$ cat src/rtl/randa_pkg.sv
// Shared definitions for the randa test-stream blocks: FSM states and LFSR constants.
package randa_pkg;

  typedef enum logic [1:0] {
    S_IDLE,
    S_SEND,
    S_GAP
  } state_t;

  localparam logic [15:0] LFSR_TAPS     = 16'hB400;
  localparam logic [15:0] LFSR_DEF_SEED = 16'hACE1;

  // One step of the 16-bit right-shifting Galois LFSR.
  function automatic logic [15:0] lfsr_step(input logic [15:0] q);
    return {1'b0, q[15:1]} ^ (q[0] ? LFSR_TAPS : 16'h0000);
  endfunction

endpackage

$ cat src/rtl/stream_src_if.sv
// Valid/ready/last stream bundle between a randa source and its sink.
interface stream_src_if #(
  parameter int LEN = 8
) ();
  logic           valid_out;
  logic [LEN-1:0] data_out;
  logic           last_out;
  logic           ready_in;

  modport master (output valid_out, output data_out, output last_out, input ready_in);
  modport slave  (input valid_out, input data_out, input last_out, output ready_in);
endinterface

$ cat src/rtl/randa_lfsr16.sv
// 16-bit Galois LFSR with synchronous load-on-reset and a step enable.
module randa_lfsr16
  import randa_pkg::*;
(
  input  logic        clk,
  input  logic        rst,
  input  logic        step,
  input  logic [15:0] seed,
  output logic [15:0] q
);

  // An all-zero state would lock up the LFSR, so a zero seed falls back to the default.
  logic [15:0] seed_eff;
  assign seed_eff = (seed == 16'h0000) ? LFSR_DEF_SEED : seed;

  always_ff @(posedge clk) begin
    if (rst)       q <= seed_eff;
    else if (step) q <= lfsr_step(q);
  end

endmodule

$ cat src/rtl/stream_src.sv
// Framed test-stream source: sequence-counter payload, LFSR-driven inter-packet gaps.
module stream_src
  import randa_pkg::*;
#(
  parameter int          LEN     = 8,
  parameter int          PKT_LEN = 4,
  parameter int          GAP_W   = 3,
  parameter logic [15:0] SEED    = 16'hACE1
) (
  input  logic                clk,
  input  logic                rst,
  input  logic                enable,
  stream_src_if.master        strm,
  output logic [15:0]         pkt_count,
  output logic                busy
);

  localparam int            BW        = (PKT_LEN > 1) ? $clog2(PKT_LEN) : 1;
  localparam logic [BW-1:0] LAST_BEAT = BW'(PKT_LEN - 1);
  localparam logic          ONE_BEAT  = (PKT_LEN == 1);

  state_t           state;
  logic [BW-1:0]    beat;
  logic [BW-1:0]    beat_inc;
  logic [LEN-1:0]   seq;
  logic [LEN-1:0]   seq_inc;
  logic [GAP_W-1:0] gap_cnt;
  logic [GAP_W-1:0] gap_next;
  logic [15:0]      lfsr_q;
  logic             xfer;
  logic             last_xfer;

  assign xfer      = strm.valid_out && strm.ready_in;
  assign last_xfer = xfer && strm.last_out;
  assign beat_inc  = beat + 1'b1;
  assign seq_inc   = seq + 1'b1;
  assign busy      = (state != S_IDLE);

  // Low bits of the LFSR's next state, formed directly from the current state.
  assign gap_next = lfsr_q[GAP_W:1] ^ (lfsr_q[0] ? LFSR_TAPS[GAP_W-1:0] : '0);

  randa_lfsr16 u_lfsr (
    .clk  (clk),
    .rst  (rst),
    .step (last_xfer),
    .seed (SEED),
    .q    (lfsr_q)
  );

  always_ff @(posedge clk) begin
    if (rst) begin
      state          <= S_IDLE;
      beat           <= '0;
      seq            <= '0;
      gap_cnt        <= '0;
      pkt_count      <= '0;
      strm.valid_out <= 1'b0;
      strm.data_out  <= '0;
      strm.last_out  <= 1'b0;
    end else begin
      case (state)
        S_IDLE: begin
          if (enable) begin
            state          <= S_SEND;
            beat           <= '0;
            strm.valid_out <= 1'b1;
            strm.data_out  <= seq;
            strm.last_out  <= ONE_BEAT;
          end
        end
        S_SEND: begin
          if (xfer) begin
            seq <= seq_inc;
            if (!strm.last_out) begin
              beat          <= beat_inc;
              strm.data_out <= seq_inc;
              strm.last_out <= (beat_inc == LAST_BEAT);
            end else begin
              pkt_count <= pkt_count + 16'd1;
              beat      <= '0;
              if (gap_next == '0 && enable) begin
                strm.data_out <= seq_inc;
                strm.last_out <= ONE_BEAT;
              end else begin
                state          <= (gap_next == '0) ? S_IDLE : S_GAP;
                gap_cnt        <= gap_next;
                strm.valid_out <= 1'b0;
                strm.last_out  <= 1'b0;
              end
            end
          end
        end
        S_GAP: begin
          // Leaving on count==1 makes the idle span exactly gap_next cycles.
          if (gap_cnt == GAP_W'(1)) begin
            if (enable) begin
              state          <= S_SEND;
              beat           <= '0;
              strm.valid_out <= 1'b1;
              strm.data_out  <= seq;
              strm.last_out  <= ONE_BEAT;
            end else begin
              state <= S_IDLE;
            end
          end
          gap_cnt <= gap_cnt - 1'b1;
        end
        default: state <= S_IDLE;
      endcase
    end
  end

endmodule

$ cat src/flat_wrapper.sv
// flat-port wrapper written by rule: the top's interface ports become plain ports
module stream_src_flat import randa_pkg::*;
#(
  parameter int          LEN     = 8,
  parameter int          PKT_LEN = 4,
  parameter int          GAP_W   = 3,
  parameter logic [15:0] SEED    = 16'hACE1
)
  (clk, rst, enable, pkt_count, busy, strm_valid_out, strm_data_out, strm_last_out, strm_ready_in);
  stream_src_if #(.LEN(LEN)) strm_i ();
  input  logic clk;
  input  logic rst;
  input  logic enable;
  output logic [15:0] pkt_count;
  output logic busy;
  output wire logic [$bits(strm_i.valid_out)-1:0] strm_valid_out;
  output wire logic [$bits(strm_i.data_out)-1:0] strm_data_out;
  output wire logic [$bits(strm_i.last_out)-1:0] strm_last_out;
  input wire logic [$bits(strm_i.ready_in)-1:0] strm_ready_in;
  assign strm_valid_out = strm_i.valid_out;
  assign strm_data_out = strm_i.data_out;
  assign strm_last_out = strm_i.last_out;
  assign strm_i.ready_in = strm_ready_in;
  stream_src #(.LEN(LEN), .PKT_LEN(PKT_LEN), .GAP_W(GAP_W), .SEED(SEED)) u_core (.clk(clk), .rst(rst), .enable(enable), .strm(strm_i), .pkt_count(pkt_count), .busy(busy));
endmodule
$ cat config.mk
export PLATFORM = sky130hd
export DESIGN_NAME = stream_src_flat
export DESIGN_NICKNAME = d
export VERILOG_FILES = /design/src/rtl/randa_pkg.sv /design/src/rtl/stream_src_if.sv /design/src/rtl/randa_lfsr16.sv /design/src/rtl/stream_src.sv /design/src/flat_wrapper.sv
export SDC_FILE = /design/constraint.sdc
export NUM_CORES = 1
export LEC_CHECK = 0
export ABC_AREA = 1
export CELL_PAD_IN_SITES_DETAIL_PLACEMENT = 0
export CELL_PAD_IN_SITES_GLOBAL_PLACEMENT = 2
export CORE_AREA = 3 3 95 97
export DETAILED_ROUTE_END_ITERATION = 8
export DIE_AREA = 0 0 98 100
export PLACE_DENSITY = 0.86
export SLEW_MARGIN = 0
export SYNTH_ARGS = -nofsm -noshare
export SYNTH_HDL_FRONTEND = slang
export SYNTH_SLANG_ARGS = --single-unit
$ cat constraint.sdc
create_clock -name clk -period 4.38 [get_ports clk]
set_clock_uncertainty 0.1 [all_clocks]
set_input_delay 0.438 -clock clk [delete_from_list [all_inputs] [get_ports clk]]
set_output_delay 0.438 -clock clk [all_outputs]
set_load 0.005 [all_outputs]
Word-level counts from Yosys, hierarchy flattened
Cells that the tools add are included.

$lt $le $gt $ge: 0. Muxes and demuxes: 35. Shift-type cells: 0. Bitwise gates (word level): 1. Equality and inequality tests: 10. Multiply operators: 0. Divide/modulo/power cells: 0. Reduce and logical (&&, ||, !) cells: 15. Add/sub/neg operators: 4.

Operator list (count): $mux W8 (5); $pmux W8 S3 (1); $mux W2 (10); $add A16 B1 Y16 const B (1); $mux W16 (1); $xor A15 B16 Y16 (1); $pmux W2 S3 (2); $mux W1 (10); $reduce_and A5 Y1 (2); $mux W3 (3); $add A8 B1 Y8 const B (1); $reduce_and A4 Y1 (2); $ne A2 B1 Y1 const B (3); $pmux W1 S3 (2); $pmux W3 S2 (1); $reduce_and A3 Y1 (2); $eq A2 B2 Y1 const B (2); $ne A2 B2 Y1 const B (2); $reduce_bool A2 Y1 (2); $eq A3 B1 Y1 const B (1); $logic_and A1 B1 Y1 (3); $logic_not A3 Y1 (1); $ne A3 B3 Y1 const B (1); $reduce_bool A3 Y1 (1); 5 further kinds (5).

Latch bits: 0. Bits in read-only memories: 0. Memories: 0. Register bits after elaboration: 57. Input bits: 4. Memory bits (writable): 0. Word-level logic and storage cells: 74. Output and inout port bits: 27.

Longest topological paths before layout
Gate-level depths: netlist of run 1.

Depth after elaboration: 6. Gate-level depth with buffers: 10. Gate-level depth less buffers: 10.

Hierarchy
Synthesis of run 1 repeated with hierarchy kept, for this count alone.

Cell total of the unflattened synthesis: 441. Area total of the unflattened synthesis: 3071.7 µm².

By module, submodules not included: stream_src (sequential area each 820.8 µm², cells an instance 355, area an instance 2272.2 µm², times used 1); randa_lfsr16 (sequential area each 480.5 µm², cells an instance 86, area an instance 799.5 µm², times used 1).

Worst setup path after synthesis of run 1
Ideal clock, no wire load.

Kind: in2reg. Start point: input strm_ready_in. End point: register u_core.strm.data_out[4]. Library setup time: 113 ps. Arrival: 1309 ps. Path buffers: 1. Cell stages on the path: 10. Path slack: 2858 ps. Required time: 4167 ps. Path through: nand2_1 inv_1 nand2_4 nand2_4 nand2_4 nor2_8 buf_6 nand2_1 nor2_1 nor2_1.

Cells in the longest elaborated chain, start to end: 3.

RTL lines: from (decl) (line flat_wrapper.sv:19) `input wire logic [$bits(strm_i.ready_in)-1:0] strm_ready_in;`; $logic_and A1 B1 Y1 (line stream_src.sv:33) `assign xfer = strm.valid_out && strm.ready_in;`; $ne A2 B1 Y1 (no line); $reduce_and A4 Y1 (no line); to (signal assigned) (line stream_src.sv:67) `strm.data_out <= seq;`; to (signal assigned) (line stream_src.sv:76) `strm.data_out <= seq_inc;`; to (signal assigned) (line stream_src.sv:82) `strm.data_out <= seq_inc;`; to (decl) (line stream_src_if.sv:10) `modport master (output valid_out, output data_out, output last_out, input ready_in);`.

No other way between the ends. A chain may end at the register's enable or synchronous reset.

==> metrics.txt, run 1 <==
outcome=finished clean; post-synth cell types=27; most common cell after layout, fill and taps aside=nand2_1; WS Path Type=in -> reg; Min Hold Slack=0.351 ns; Fin. Hold Viols=0; final WL=6110 µm; Hold EP=u_core.strm.data_out[0]; Nets=449; switching share of power=0.299; min cycle time layout=2.18 ns; Setup crit end kind=flip-flop; Slew headroom=0.597; met2 Use GR=0.203; Max-Cap Viols=0; Compound-Gate Fraction of Synth Area=0.136; clk buf depth=2; met1 usage=0.177; DR vias=around 2500; R2R setup slack=2.26 ns; adder-cell share of the synthesized area=0.0223; Die W=between 90 and 100 µm; DR vias/cell=4.56; I/O Buffers=30; Syn Nets=418; count of cells resized by post-cts repair=0; Worst R2R Path Depth=7; leakage=roughly 1.3 nW; Setup WS pre-CTS=1.83 ns; Num CTS Buffers=9; Synth Area in XOR/XNOR=0.0343; main area contributors after synthesis=dfxtp_1, nand2_1, nor2_1; Yosys warning count=0; Area Growth Syn to Fin=20.2%; clk root buf=clkbuf_8; Comb pwr share=0.200; crit-path cells=clkdlybuf4s50_1 > inv_1 > buf_4 > o21ai_0 > a21oi_1; number of antenna diodes=0; TNS Setup=0 ns; clock share of power=0.343; Final HPWL DP=4390 µm; GRT Overall Usage=0.131; fmax=0.459 GHz; P_int=0.905 mW; WHS Path Cells=2; Clock Sink Count=57; post-CTS setup buffer count=0; number of global-route vias before repair=2295; Slowest-stage cell, CP=clkdlybuf4s50_1; sequential area share after synthesis=0.406; simple-gate portion of the synthesized area=0.316; CTS tree=done; P per Cell Area=382 nW/µm²; largest area contributor in the netlist=dfxtp_1; wire per inst=11.1 µm; CP Launch Type=input pin; commonest cells after routing, fill and taps aside=nand2_1, nor2_1, dfxtp_1; Critical Path Fanout Max=32; initial DRC count=between 100 and 150; Syn Area/Cell=6.87 µm²; Skew-Pair Late Insertion Delay=0.33 ns; proportion of synthesized area in mux cells=0; grt total ovfl=0; Top Ports=31; slack of the critical path=2.20 ns; RSZ-0062 raised after global routing=no; H-tree level count=3; finished layout cell area=3380 µm²; ANT nets after route=0; # DRC=0; CP peak stage delay=0.72 ns; Worst R2R End=u_core.pkt_count[10]; Synth top area share=0.406; first-pass GRT wire length=10600 µm; TritonRoute pass-1 iters=4; die area=9800 µm²; placed cell area=3200 µm²; GR peak layer=met2; Seq pwr share=0.457; height of the die=100 µm; synthesized flop and latch total=57; Setup Viol. Count Final=0; GP Congestion=0.822; Rows=33; max-slew violation count=0; Worst IR Drop VDD=0.278 mV; clk slew on worst S/H paths=0.07 ns; min-delay src=u_core.strm.data_out[0]; hold_buf cts=0; routing usage on met3=0.0271; P_sw=0.386 mW; fillers=880; Hold WC Path Type=reg -> reg; Worst-Margin Slew=0.602 ns; largest net degree at the start of global routing=33; main combinational cell family by area after synthesis=simple AND/OR/NAND/NOR gates; Crit Reg-Reg Startpoint=u_core.state[0]; initial antenna violation count=0; Mapped Cells=about 410; core area=between 8000 and 9000 µm²; crit path DAT=around 2.3 ns; CP required=4.53 ns; period utilization=0.497; share of layout cells above drive strength 1=0.0719; cell area after synthesis=2810 µm²; Initial Util=0.342
## sequential cells by signal, indices dropped and copies added (netlist names)
| signal | flops |
|---|---|
| u_core.pkt_count | 16 |
| u_core.u_lfsr.q | 16 |
| u_core.seq | 8 |
| u_core.strm.data_out | 8 |
| u_core.gap_cnt | 3 |
| u_core.beat | 2 |
| u_core.state | 2 |
| u_core.strm.last_out | 1 |
| u_core.strm.valid_out | 1 |
## cell type report
class                           count  area [µm²]  share of cell area
Multi-Input combinational cell    291        1430               0.423
Sequential cell                    57        1140               0.338
Timing Repair Buffer               32         315              0.0934
Inverter                           49         184              0.0545
Clock buffer                       14         163              0.0482
Tap cell                          105         131              0.0389
Clock inverter                      2        12.5             0.00371
## kinds of logic (layout without fill, tap and decap cells)
logic type                 count (synthesis)  in the layout
xor gates and xnor gates                  11             11
buffers and inverters                     61             97
and+or+nand+nor                          204            204
adders and majority gates                  5              5
DFF                                       57             57
AOI/OAI and AO/OA                         71             71
## critical path: cells and delay by family
family                 cells  cell delay (ns)
AO/OA/AOI/OAI              2             0.27
buffers and inverters      3             1.62
## synthesized netlist by cell type (all sizes together)
cell      n
nand2   111
nor2     70
dfxtp    57
inv      49
o21ai    31
a21oi    29
nand3    16
clkbuf    8
o211ai    6
xor2      6
ha        5
xnor2     5
a211oi    4
buf       4
nand4     4
nor3      3
o21a      1
## layer usage
metal | vias up | wire, µm
met5 | - | 0
met4 | 0 | 63
met3 | 5 | 211
met2 | 40 | 2620
met1 | 1104 | 3220
li1 | 1359 | -
## power by group through the flow
stage	logic, mW	clock network (mW)	registers [mW]
floorplan	0.186	0	0.598
global placement	0.261	0	0.601
global route	0.301	0.480	0.595
CTS	0.263	0.460	0.590
finish	0.258	0.443	0.589
detailed placement	0.262	0	0.601
## stage by stage
stage	power, mW	utilization	std cells
floorplan	0.784	-	409
global placement	0.862	0.390	534
detailed placement	0.863	0.390	534
CTS	1.31	0.411	550
global route	1.38	0.411	550
finish	1.29	0.411	550
## how the worst max path moves through the flow
stage                     slack [ns]            start                 endpoint
after detailed placement        1.83              rst       u_core.u_lfsr.q[3]
final                           2.20              rst       u_core.u_lfsr.q[3]
after global routing            1.96  u_core.state[0]     u_core.pkt_count[10]
after global placement          1.84              rst      u_core.pkt_count[1]
after floorplan                 2.86    strm_ready_in  u_core.strm.data_out[4]
after CTS                       2.18              rst       u_core.u_lfsr.q[3]
No activity file was read; power rests on OpenSTA's default activity.
==> inputs of run 2 (changes only) <==
--- a/config.mk
+++ b/config.mk
@@ -8,10 +8,10 @@
 export ABC_AREA = 1
 export CELL_PAD_IN_SITES_DETAIL_PLACEMENT = 0
 export CELL_PAD_IN_SITES_GLOBAL_PLACEMENT = 2
-export CORE_AREA = 3 3 95 97
+export CORE_AREA = 3 3 105 107
 export DETAILED_ROUTE_END_ITERATION = 8
-export DIE_AREA = 0 0 98 100
-export PLACE_DENSITY = 0.86
+export DIE_AREA = 0 0 108 110
+export PLACE_DENSITY = 0.75
 export SLEW_MARGIN = 0
 export SYNTH_ARGS = -nofsm -noshare
 export SYNTH_HDL_FRONTEND = slang
==> constraint.sdc (replaced) <==
create_clock -name clk -period 1.8 [get_ports clk]
set_clock_uncertainty 0.1 [all_clocks]
set_input_delay 0.18 -clock clk [delete_from_list [all_inputs] [get_ports clk]]
set_output_delay 0.18 -clock clk [all_outputs]
set_load 0.005 [all_outputs]
==> run 2 against run 1 <==
Compared with the run above: total power rose to 2.6 times the previous value; die area rose by 21%; first-iteration DRC count fell by 38%; hold slack improved by 0.00058 ns; largest cell class unchanged; largest power group unchanged.
==> metrics.txt, run 2 (synthesized netlist as in run 1, its figures left out) <==
outcome=finished clean; min cycle time layout=1.66 ns; Max-Cap Viols=0 (unchanged); Slew headroom=0.814 (+0.217); RSZ-0062 raised after global routing=no; CP required=1.52 ns (-3.01 ns); DR vias=2488 (-0.80%); Setup WS pre-CTS=-0.0589 ns (-1.89 ns); WS Path Type=reg -> out; Worst-Margin Slew=0.278 ns (-0.324 ns); Slowest-stage cell, CP=clkdlybuf4s50_1; crit path buf inv count=2 (-1); WHS Path Cells=2 (unchanged); Critical Path Fanout Max=4 (-88%); Num CTS Buffers=9 (unchanged); biggest regs=u_core.pkt_count: 16 flops, u_core.u_lfsr.q: 16 flops; grt total ovfl=0 (unchanged); # DRC=0 (unchanged); H-tree level count=3 (unchanged); Fin. Hold Viols=0 (unchanged); die area=11900 µm² (+21%); Skew-Pair Late Insertion Delay=0.33 ns (about the same); TNS Setup=0 ns (unchanged); DR vias/cell=4.18 (-8.3%); Seq pwr share=0.425 (-0.032); Comb pwr share=0.197 (-0.003); Area Growth Syn to Fin=27.3%; CP Launch Type=flip-flop; TritonRoute pass-1 iters=4 (unchanged); delay-heaviest family, CP=buffers and inverters; final core area utilization=0.350 (-0.0612); clk buf depth=2 (unchanged); Setup Viol. Count Final=0 (unchanged); leakage=1.44 nW (+6.8%); Nets=463 (+3.1%); ANT nets after route=0 (unchanged); Worst IR Drop VDD=0.462 mV (+66%); fillers=1117 (+27%); placed cell count=579 (+8.4%); clock share of power=0.378 (+0.035); Power Total=3.38 mW (+160%); initial antenna violation count=0 (unchanged); Worst path depth=3 (-2); P_int=2.41 mW (+170%); Min Hold Slack=0.351 ns (+0.000582 ns); Clock Sink Count=57 (unchanged); Hold WC Path Type=reg -> reg; clk root buf=clkbuf_8; Initial Util=0.275 (-0.0673); I/O Buffers=30 (unchanged); commonest cells after routing, fill and taps aside=nand2_1, nor2_1, dfxtp_1; P per Cell Area=945 nW/µm² (+150%); hold_buf cts=0 (unchanged); placed cell area=3360 µm² (+4.9%); P_sw=0.973 mW (+150%); fmax=roughly 0.6 GHz; GRT Overall Usage=0.120 (-0.0119); crit-path cells=inv_2 > nand2_1 > clkdlybuf4s50_1; initial DRC count=64 (-38%); finished layout cell area=3580 µm² (+6.0%); largest net degree at the start of global routing=31 (-6.1%); Die W=108 µm (+10%); Post-Layout Cell Count=595 (+8.2%); share of layout cells above drive strength 1=0.111 (+0.0392); Top Ports=31 (unchanged); clk slew on worst S/H paths=0.07 ns (about the same); GP Congestion=0.742 (-9.7%); height of the die=110 µm (+10%); CTS tree=done; switching share of power=0.288 (-0.0112); Setup crit end kind=primary output; Worst R2R Path Depth=8 (+1); slack of the critical path=0.135 ns (-2.07 ns); CP peak stage delay=0.50 ns (-0.22 ns); first-pass GRT wire length=11400 µm (+7.9%); number of global-route vias before repair=2398 (+4.5%); final WL=6520 µm (+6.6%); most common cell after layout, fill and taps aside=nand2_1; number of antenna diodes=0 (unchanged); period utilization=0.925; max-slew violation count=0 (unchanged); core area=10200 µm² (+25%); wire per inst=10.9 µm (-1.5%); Rows=37 (+12%); crit path DAT=1.38 ns (-0.95 ns); R2R setup slack=0.21 ns (-2.05 ns); Final HPWL DP=4550 µm (+3.5%)
run 2: area by class of cell:
| class | count | area (µm²) | share of cell area |
|---|---|---|---|
| inverter | 49 | 184 | 0.0514 |
| clock inverter | 2 | 35.0 | 0.00979 |
| multi-input combinational | 291 | 1440 | 0.402 |
| tap | 136 | 170 | 0.0476 |
| clock buffer | 14 | 173 | 0.0483 |
| timing repair buffer | 46 | 433 | 0.121 |
| sequential | 57 | 1140 | 0.320 |
run 2: worst reg2reg max path, stage by stage, from the launching register on:
cell     delay, ns
dfxtp_1       0.38
ha_1          0.21
nand2_1       0.07
nor2_2        0.16
nand2_2       0.11
nor2_4        0.18
nand2_1       0.08
o21ai_0       0.16
a21oi_1       0.05
run 2: per-layer routing:
metal	GRT usage	routed length [µm]
met1	0.160	3440
met5	0	0
met4	0.0460	63
met3	0.0285	194
met2	0.187	2820
run 2: power groups by stage:
stage	combinational (mW)	clock, mW	sequential (mW)
after floorplan	0.453	0	1.46
after global placement	0.672	0	1.46
after detailed placement	0.673	0	1.46
after CTS	0.677	1.34	1.44
after global routing	0.756	1.40	1.45
final	0.665	1.28	1.44
run 2: worst paths after layout:
check,startpoint,to
worst min register to register,u_core.strm.data_out[0],u_core.strm.data_out[0]
worst min-delay path,u_core.strm.data_out[0],u_core.strm.data_out[0]
worst max register to register,u_core.pkt_count[1],u_core.pkt_count[10]
worst max-delay path,u_core.state[0],busy
run 2: repair_timing:
| item | CTS | global route |
|---|---|---|
| setup buffers | 0 | 0 |
| resized for setup | 1 | 5 |
| endpoints found under the hold margin | 0 | 0 |
| setup endpoints to repair | 1 | 3 |
==> inputs of run 3 (changes only) <==
--- a/config.mk
+++ b/config.mk
@@ -9,6 +9,7 @@
 export CELL_PAD_IN_SITES_DETAIL_PLACEMENT = 0
 export CELL_PAD_IN_SITES_GLOBAL_PLACEMENT = 2
 export CORE_AREA = 3 3 105 107
+export CTS_CLUSTER_DIAMETER = 40
 export DETAILED_ROUTE_END_ITERATION = 8
 export DIE_AREA = 0 0 108 110
 export PLACE_DENSITY = 0.75
==> results of run 3 <==
Same layout as run 2: the final DEF is identical, and so are final timing and power.
